<file path="config.mk">
export PLATFORM = sky130hd
export DESIGN_NAME = audio_record_ctrl
export DESIGN_NICKNAME = d
export VERILOG_FILES = /design/src/rtl/audio_record_ctrl.sv
export SDC_FILE = /design/constraint.sdc
export NUM_CORES = 1
export LEC_CHECK = 0
export BUFFER_PORTS_ARGS = -buffer_cell sky130_fd_sc_hd__buf_2
export CORE_AREA = 5 5 85 87
export DETAILED_ROUTE_END_ITERATION = 8
export DIE_AREA = 0 0 90 92
export MAX_ROUTING_LAYER = met4
export PLACE_DENSITY = 0.86
export SYNTH_ARGS = -nofsm -noshare
export SYNTH_HDL_FRONTEND = slang
export SYNTH_SLANG_ARGS = --single-unit
</file>
<file path="constraint.sdc">
create_clock -name iCLK -period 5.9 [get_ports iCLK]
set_input_delay 0.885 -clock iCLK [delete_from_list [all_inputs] [get_ports iCLK]]
set_output_delay 0.885 -clock iCLK [all_outputs]
set_load 0.01 [all_outputs]
</file>
<file path="src/rtl/audio_record_ctrl.sv">
// Recorder/player sequencer: one sample RAM access per codec LR-clock frame,
// record into RAM, play back to the DAC path, with stop/loop/full handling.
`timescale 1ns/1ps
module audio_record_ctrl #(
  parameter int DATA_W = 16,
  parameter int ADDR_W = 15,
  parameter int DEPTH  = 24000
) (
  input  logic              iCLK,
  input  logic              iRST_N,
  input  logic              iLRCK,
  input  logic              iREC_REQ,
  input  logic              iPLAY_REQ,
  input  logic              iSTOP_REQ,
  input  logic              iLOOP,
  input  logic [DATA_W-1:0] iADC_L,
  output logic [ADDR_W-1:0] oMEM_ADDR,
  output logic [DATA_W-1:0] oMEM_WDATA,
  output logic              oMEM_WE,
  output logic              oMEM_RE,
  input  logic [DATA_W-1:0] iMEM_RDATA,
  output logic [DATA_W-1:0] oDAC_L,
  output logic [1:0]        oSTATE,
  output logic [ADDR_W:0]   oLEN,
  output logic              oFULL,
  output logic              oDONE
);
  // state | meaning
  // IDLE  | waiting for a request, DAC muted
  // REC   | one RAM write per LRCK frame until STOP or RAM full
  // PLAY  | one RAM read per LRCK frame, sample presented on oDAC_L
  typedef enum logic [1:0] {
    S_IDLE = 2'b00,
    S_REC  = 2'b01,
    S_PLAY = 2'b10
  } state_t;

  localparam logic [ADDR_W-1:0] ADDR_ONE  = ADDR_W'(1);
  localparam logic [ADDR_W-1:0] ADDR_LAST = ADDR_W'(DEPTH - 1);
  localparam logic [ADDR_W:0]   LEN_ONE   = (ADDR_W + 1)'(1);

  state_t              state, state_nxt;
  logic [ADDR_W-1:0]   addr;
  logic [ADDR_W:0]     len;
  logic                full, done, we, re;
  logic                rd_vld, last_rd, play_end;
  logic [DATA_W-1:0]   dac;
  logic                lrck_s1, lrck_s2, lrck_d;
  logic                tick;
  logic                done_nxt, we_nxt, re_nxt;
  logic                start_rec, start_play, full_set, go_idle;
  logic                is_last_wr, is_last_rd;

  assign tick       = lrck_s2 & ~lrck_d;
  assign is_last_wr = (addr == ADDR_LAST);
  assign is_last_rd = ({1'b0, addr} == (len - LEN_ONE));

  always_ff @(posedge iCLK or negedge iRST_N) begin
    if (!iRST_N) state <= S_IDLE;
    else         state <= state_nxt;
  end

  always_comb begin
    state_nxt  = state;
    done_nxt   = 1'b0;
    we_nxt     = 1'b0;
    re_nxt     = 1'b0;
    start_rec  = 1'b0;
    start_play = 1'b0;
    full_set   = 1'b0;
    go_idle    = 1'b0;
    case (state)
      S_IDLE: begin
        // STOP has nothing to stop here, so REC then PLAY decide
        if (iREC_REQ) begin
          state_nxt = S_REC;
          start_rec = 1'b1;
        end else if (iPLAY_REQ) begin
          if (len != '0) begin
            state_nxt  = S_PLAY;
            start_play = 1'b1;
          end else begin
            done_nxt = 1'b1;
          end
        end
      end
      S_REC: begin
        if (iSTOP_REQ) begin
          go_idle = 1'b1;
        end else if (we && is_last_wr) begin
          go_idle  = 1'b1;
          full_set = 1'b1;
        end else if (tick && !we) begin
          we_nxt = 1'b1;
        end
      end
      S_PLAY: begin
        if (iSTOP_REQ || play_end) begin
          go_idle = 1'b1;
        end else if (tick && !re && !last_rd) begin
          re_nxt = 1'b1;
        end
      end
      default: go_idle = 1'b1;
    endcase
    if (go_idle) begin
      state_nxt = S_IDLE;
      done_nxt  = 1'b1;
    end
  end

  always_ff @(posedge iCLK or negedge iRST_N) begin
    if (!iRST_N) begin
      lrck_s1  <= 1'b0;
      lrck_s2  <= 1'b0;
      lrck_d   <= 1'b0;
      addr     <= '0;
      len      <= '0;
      full     <= 1'b0;
      done     <= 1'b0;
      we       <= 1'b0;
      re       <= 1'b0;
      rd_vld   <= 1'b0;
      last_rd  <= 1'b0;
      play_end <= 1'b0;
      dac      <= '0;
    end else begin
      lrck_s1 <= iLRCK;
      lrck_s2 <= lrck_s1;
      lrck_d  <= lrck_s2;
      done    <= done_nxt;
      we      <= we_nxt;
      re      <= re_nxt;

      // a write already on the bus still counts even if STOP lands with it
      if (start_rec) begin
        addr <= '0;
        len  <= '0;
        full <= 1'b0;
      end else if (start_play) begin
        addr <= '0;
      end else if (we) begin
        addr <= addr + ADDR_ONE;
        len  <= {1'b0, addr} + LEN_ONE;
      end else if (re) begin
        addr <= (is_last_rd && iLOOP) ? '0 : addr + ADDR_ONE;
      end
      if (full_set) full <= 1'b1;

      rd_vld <= re && (state_nxt == S_PLAY);
      if (state_nxt != S_PLAY)              last_rd <= 1'b0;
      else if (re && is_last_rd && !iLOOP)  last_rd <= 1'b1;
      // hold PLAY one extra cycle so the final sample is actually shown
      play_end <= rd_vld && last_rd && (state_nxt == S_PLAY);

      if (state_nxt != S_PLAY) dac <= '0;
      else if (rd_vld)         dac <= iMEM_RDATA;
    end
  end

  assign oMEM_ADDR  = addr;
  assign oMEM_WDATA = iADC_L;
  assign oMEM_WE    = we;
  assign oMEM_RE    = re;
  assign oDAC_L     = dac;
  assign oSTATE     = state;
  assign oLEN       = len;
  assign oFULL      = full;
  assign oDONE      = done;

endmodule

</file>
==> flow_summary.yaml <==
power_and_ir_drop:
  p_per_area_nw_per_um2: 325
  p_leak_nw: 2.00
  ir_drop_mv: 0.225
  p_total_mw: 1.29
placement:
  post-place-ws_ps: 2310
  gp_congestion: 0.938
  place_hpwl_mm: 6.45
  numPortBuffers: 75
clocking:
  clock-sinks: 59
  tritoncts: "done"
  cts_setup_buffers: 0
  clk_pin_slew_worst_paths_ps: 60
  cts_made_buffers: 9
  root_buffer: "clkbuf_8"
  cts_resized: 0
  insertion_delay_ps: 340
  max-clock-path-buffers: 2
  h-tree-depth: 3
  ctsHoldBuffers: 0
yosys:
  synth_top_family_by_area: "simple AND/OR/NAND/NOR gates"
  synth_edf_count: 0
  synth-compound-area-share_pct: 15.3
  yosys_warnings: 0
  syn_nets: 407
  ys_seq_area_share_pct: 43.0
  ys_seq_elements: 59
  synth-async-reset-ratio_pct: 100
  ys_types: 52
  ys.flop_type: "dfrtp_1"
  avgSynthCellArea_um2: 9.40
  synth-xor-area-share_pct: 4.59
  synth_fa_ha_area_share_pct: 1.09
  netlist_area_um2: 3430
  syn_inst: 365
  muxShareOfSynthArea_pct: 4.67
  yosys.area_share.simple_pct: 24.4
timing:
  worst_slew_pin_slew_ps: 917
  relSlewSlack_pct: 38.7
  fin_worst_skew_ps: 9.37
  finalMaxSlewViolations: 0
  timing.final.ws_setup_ps: 2110
  fin_crit_ps: 3790
  finalHoldViolCount: 0
  hold_ws_ps: 352
  rsz0062_at_grt: "false"
  fmax_mhz: 264
  finalSetupTns_ps: 0
  post-route-period-util_pct: 64.3
  finalSetupViolCount: 0
floorplanning:
  row_count: 29
  dieArea_um2: 8280
  ios: 108
  die_w_um: 90
  core_region_area_um2: 6280
  start_util_pct: 54.7
  die_y_um: 92
detailed_routing:
  finalWirelength_mm: 8.63
  drtAntennaViolNets: 0
  viasPerCell: 5.97
  drt_iter0_drc: 341
  route.vias.total: 2986
  post-route-drc-count: 0
  dr.pass1.iters: 7
  wl_per_cell_um: 17.3
cells_and_area:
  final_common_cell: "buf_2"
  final_util_pct: 63.2
  syn_to_final_growth_pct: 15.7
  mostFrequentLayoutCells: "75 x buf_2, 59 x dfrtp_1, 35 x nand2_1, 28 x nor2_1, 16 x mux2i_1"
  layout.nets: 460
  drive_above_1_share_pct: 24.8
  antenna_cells: 0
grt:
  groute.usage.overall_pct: 21.9
  grt_pass1_wl_mm: 14.3
  met2_usage_pct: 33.2
  gr-max-usage-layer: "met2"
  gr-usage-met3_pct: 6.06
  grt_pass1_vias: 2937
  grt_antenna_before_repair: 0
  grt_overflow: 0
  grt_max_degree: 60
  use_met1_pct: 28.1
setup_path:
  timing.rr.start: "oLEN[8]"
  path_class: "register to register"
  endpoint_kind: "register"
  crit_start: "oLEN[8]"
  worstPathArrival_ps: 4020
  cp_max_fo: 17
  r2r_cells: 7
  critPathRequiredTime_ps: 6130
  critPathLaunchType: "register"
flow_run:
  drv_cap: 0
status:
  status: "finished clean"
min_path:
  hold_class: "register to register"
  holdPathStages: 0
  worstHoldStart: "lrck_s1"
[routing by layer]
layer,up-vias,part of all wire [%]
li1,1396,-
met1,1425,43
met2,154,47
met3,11,9.2
met4,0,1.3
met5,-,0
[state kept, by name (all words and copies together), names as in the netlist]
signal,flops
oDONE,1
last_rd,1
oMEM_ADDR,15
oLEN,16
oSTATE,2
lrck_d,1
oFULL,1
lrck_s2,1
play_end,1
oDAC_L,16
oMEM_RE,1
rd_vld,1
oMEM_WE,1
lrck_s1,1
[power by group]
| group | total, mW | leakage, nW | switching, mW | internal, mW |
|---|---|---|---|---|
| registers | 0.451 | 0.811 | 0.0266 | 0.425 |
| clock network | 0.474 | 0.133 | 0.160 | 0.314 |
| logic | 0.363 | 1.05 | 0.236 | 0.127 |
| total | 1.29 | 2.00 | 0.423 | 0.866 |
[cells in the mapped netlist (2+ instances only)]
master	instances	area (µm²)
buf_6	2	22.5
nand3_1	6	30.0
buf_2	2	10.0
and2_1	11	68.8
nor4bb_1	2	20.0
or3_1	5	31.3
o21ai_0	15	75.1
xor2_1	10	87.6
nand2b_1	13	81.3
buf_4	16	120
o31ai_1	10	75.1
mux2i_1	16	160
o211ai_1	4	30.0
nand2_1	35	131
o22ai_1	2	12.5
and3_1	10	62.6
xnor2_1	8	70.1
nor3_1	9	45.0
nand4_1	6	37.5
a21o_1	14	105
clkbuf_1	15	56.3
ha_1	3	37.5
nor3b_1	3	22.5
dfrtp_1	59	1480
a21oi_1	4	20.0
nand4b_1	2	17.5
or2_2	5	31.3
nor2_1	28	105
and2_0	3	18.8
inv_1	7	26.3
a211oi_1	12	90.1
nor4_1	8	50.1
[kinds of logic after synthesis]
family,count (synthesis)
buffers and inverters,42
DFF,59
xor gates and xnor gates,18
and+or+nand+nor,155
AOI/OAI and AO/OA,72
adders and majority gates,3
muxes,16
[cell type report]
class                           instances  area (µm²)
Clock buffer                           12         165
Clock inverter                          4        95.1
Fill cell                             553        2310
Inverter                                7        26.3
Multi-Input combinational cell        264        1720
Sequential cell                        59        1480
Tap cell                               77        96.3
Timing Repair Buffer                   77         390
[worst max-delay path, cell delays in order (launching register included)]
cell      delay, ps
dfrtp_1         450
nor3_1          510
nand4b_1        310
o41ai_1         720
nand2_1         560
nor2_1          860
nand2_1         150
o31ai_1         110
[worst paths after layout]
| kind | endpoint | slack [ps] |
|---|---|---|
| worst min-delay path | lrck_s2 | 350 |
| worst min register to register | lrck_s2 | 350 |
| min in group asynchronous | oDAC_L[0] | 690 |
| worst max-delay path | oMEM_ADDR[0] | 2110 |
| worst max register to register | oMEM_ADDR[0] | 2110 |
| max in group asynchronous | oDAC_L[7] | 4730 |
[per-stage QoR]
step | area, µm² | std cells
final | 3970 | 500
after CTS | 3970 | 500
after floorplan | 3430 | 365
after global placement | 3710 | 484
after global routing | 3970 | 500
after detailed placement | 3710 | 484
Power figures use the tool's default switching activity.
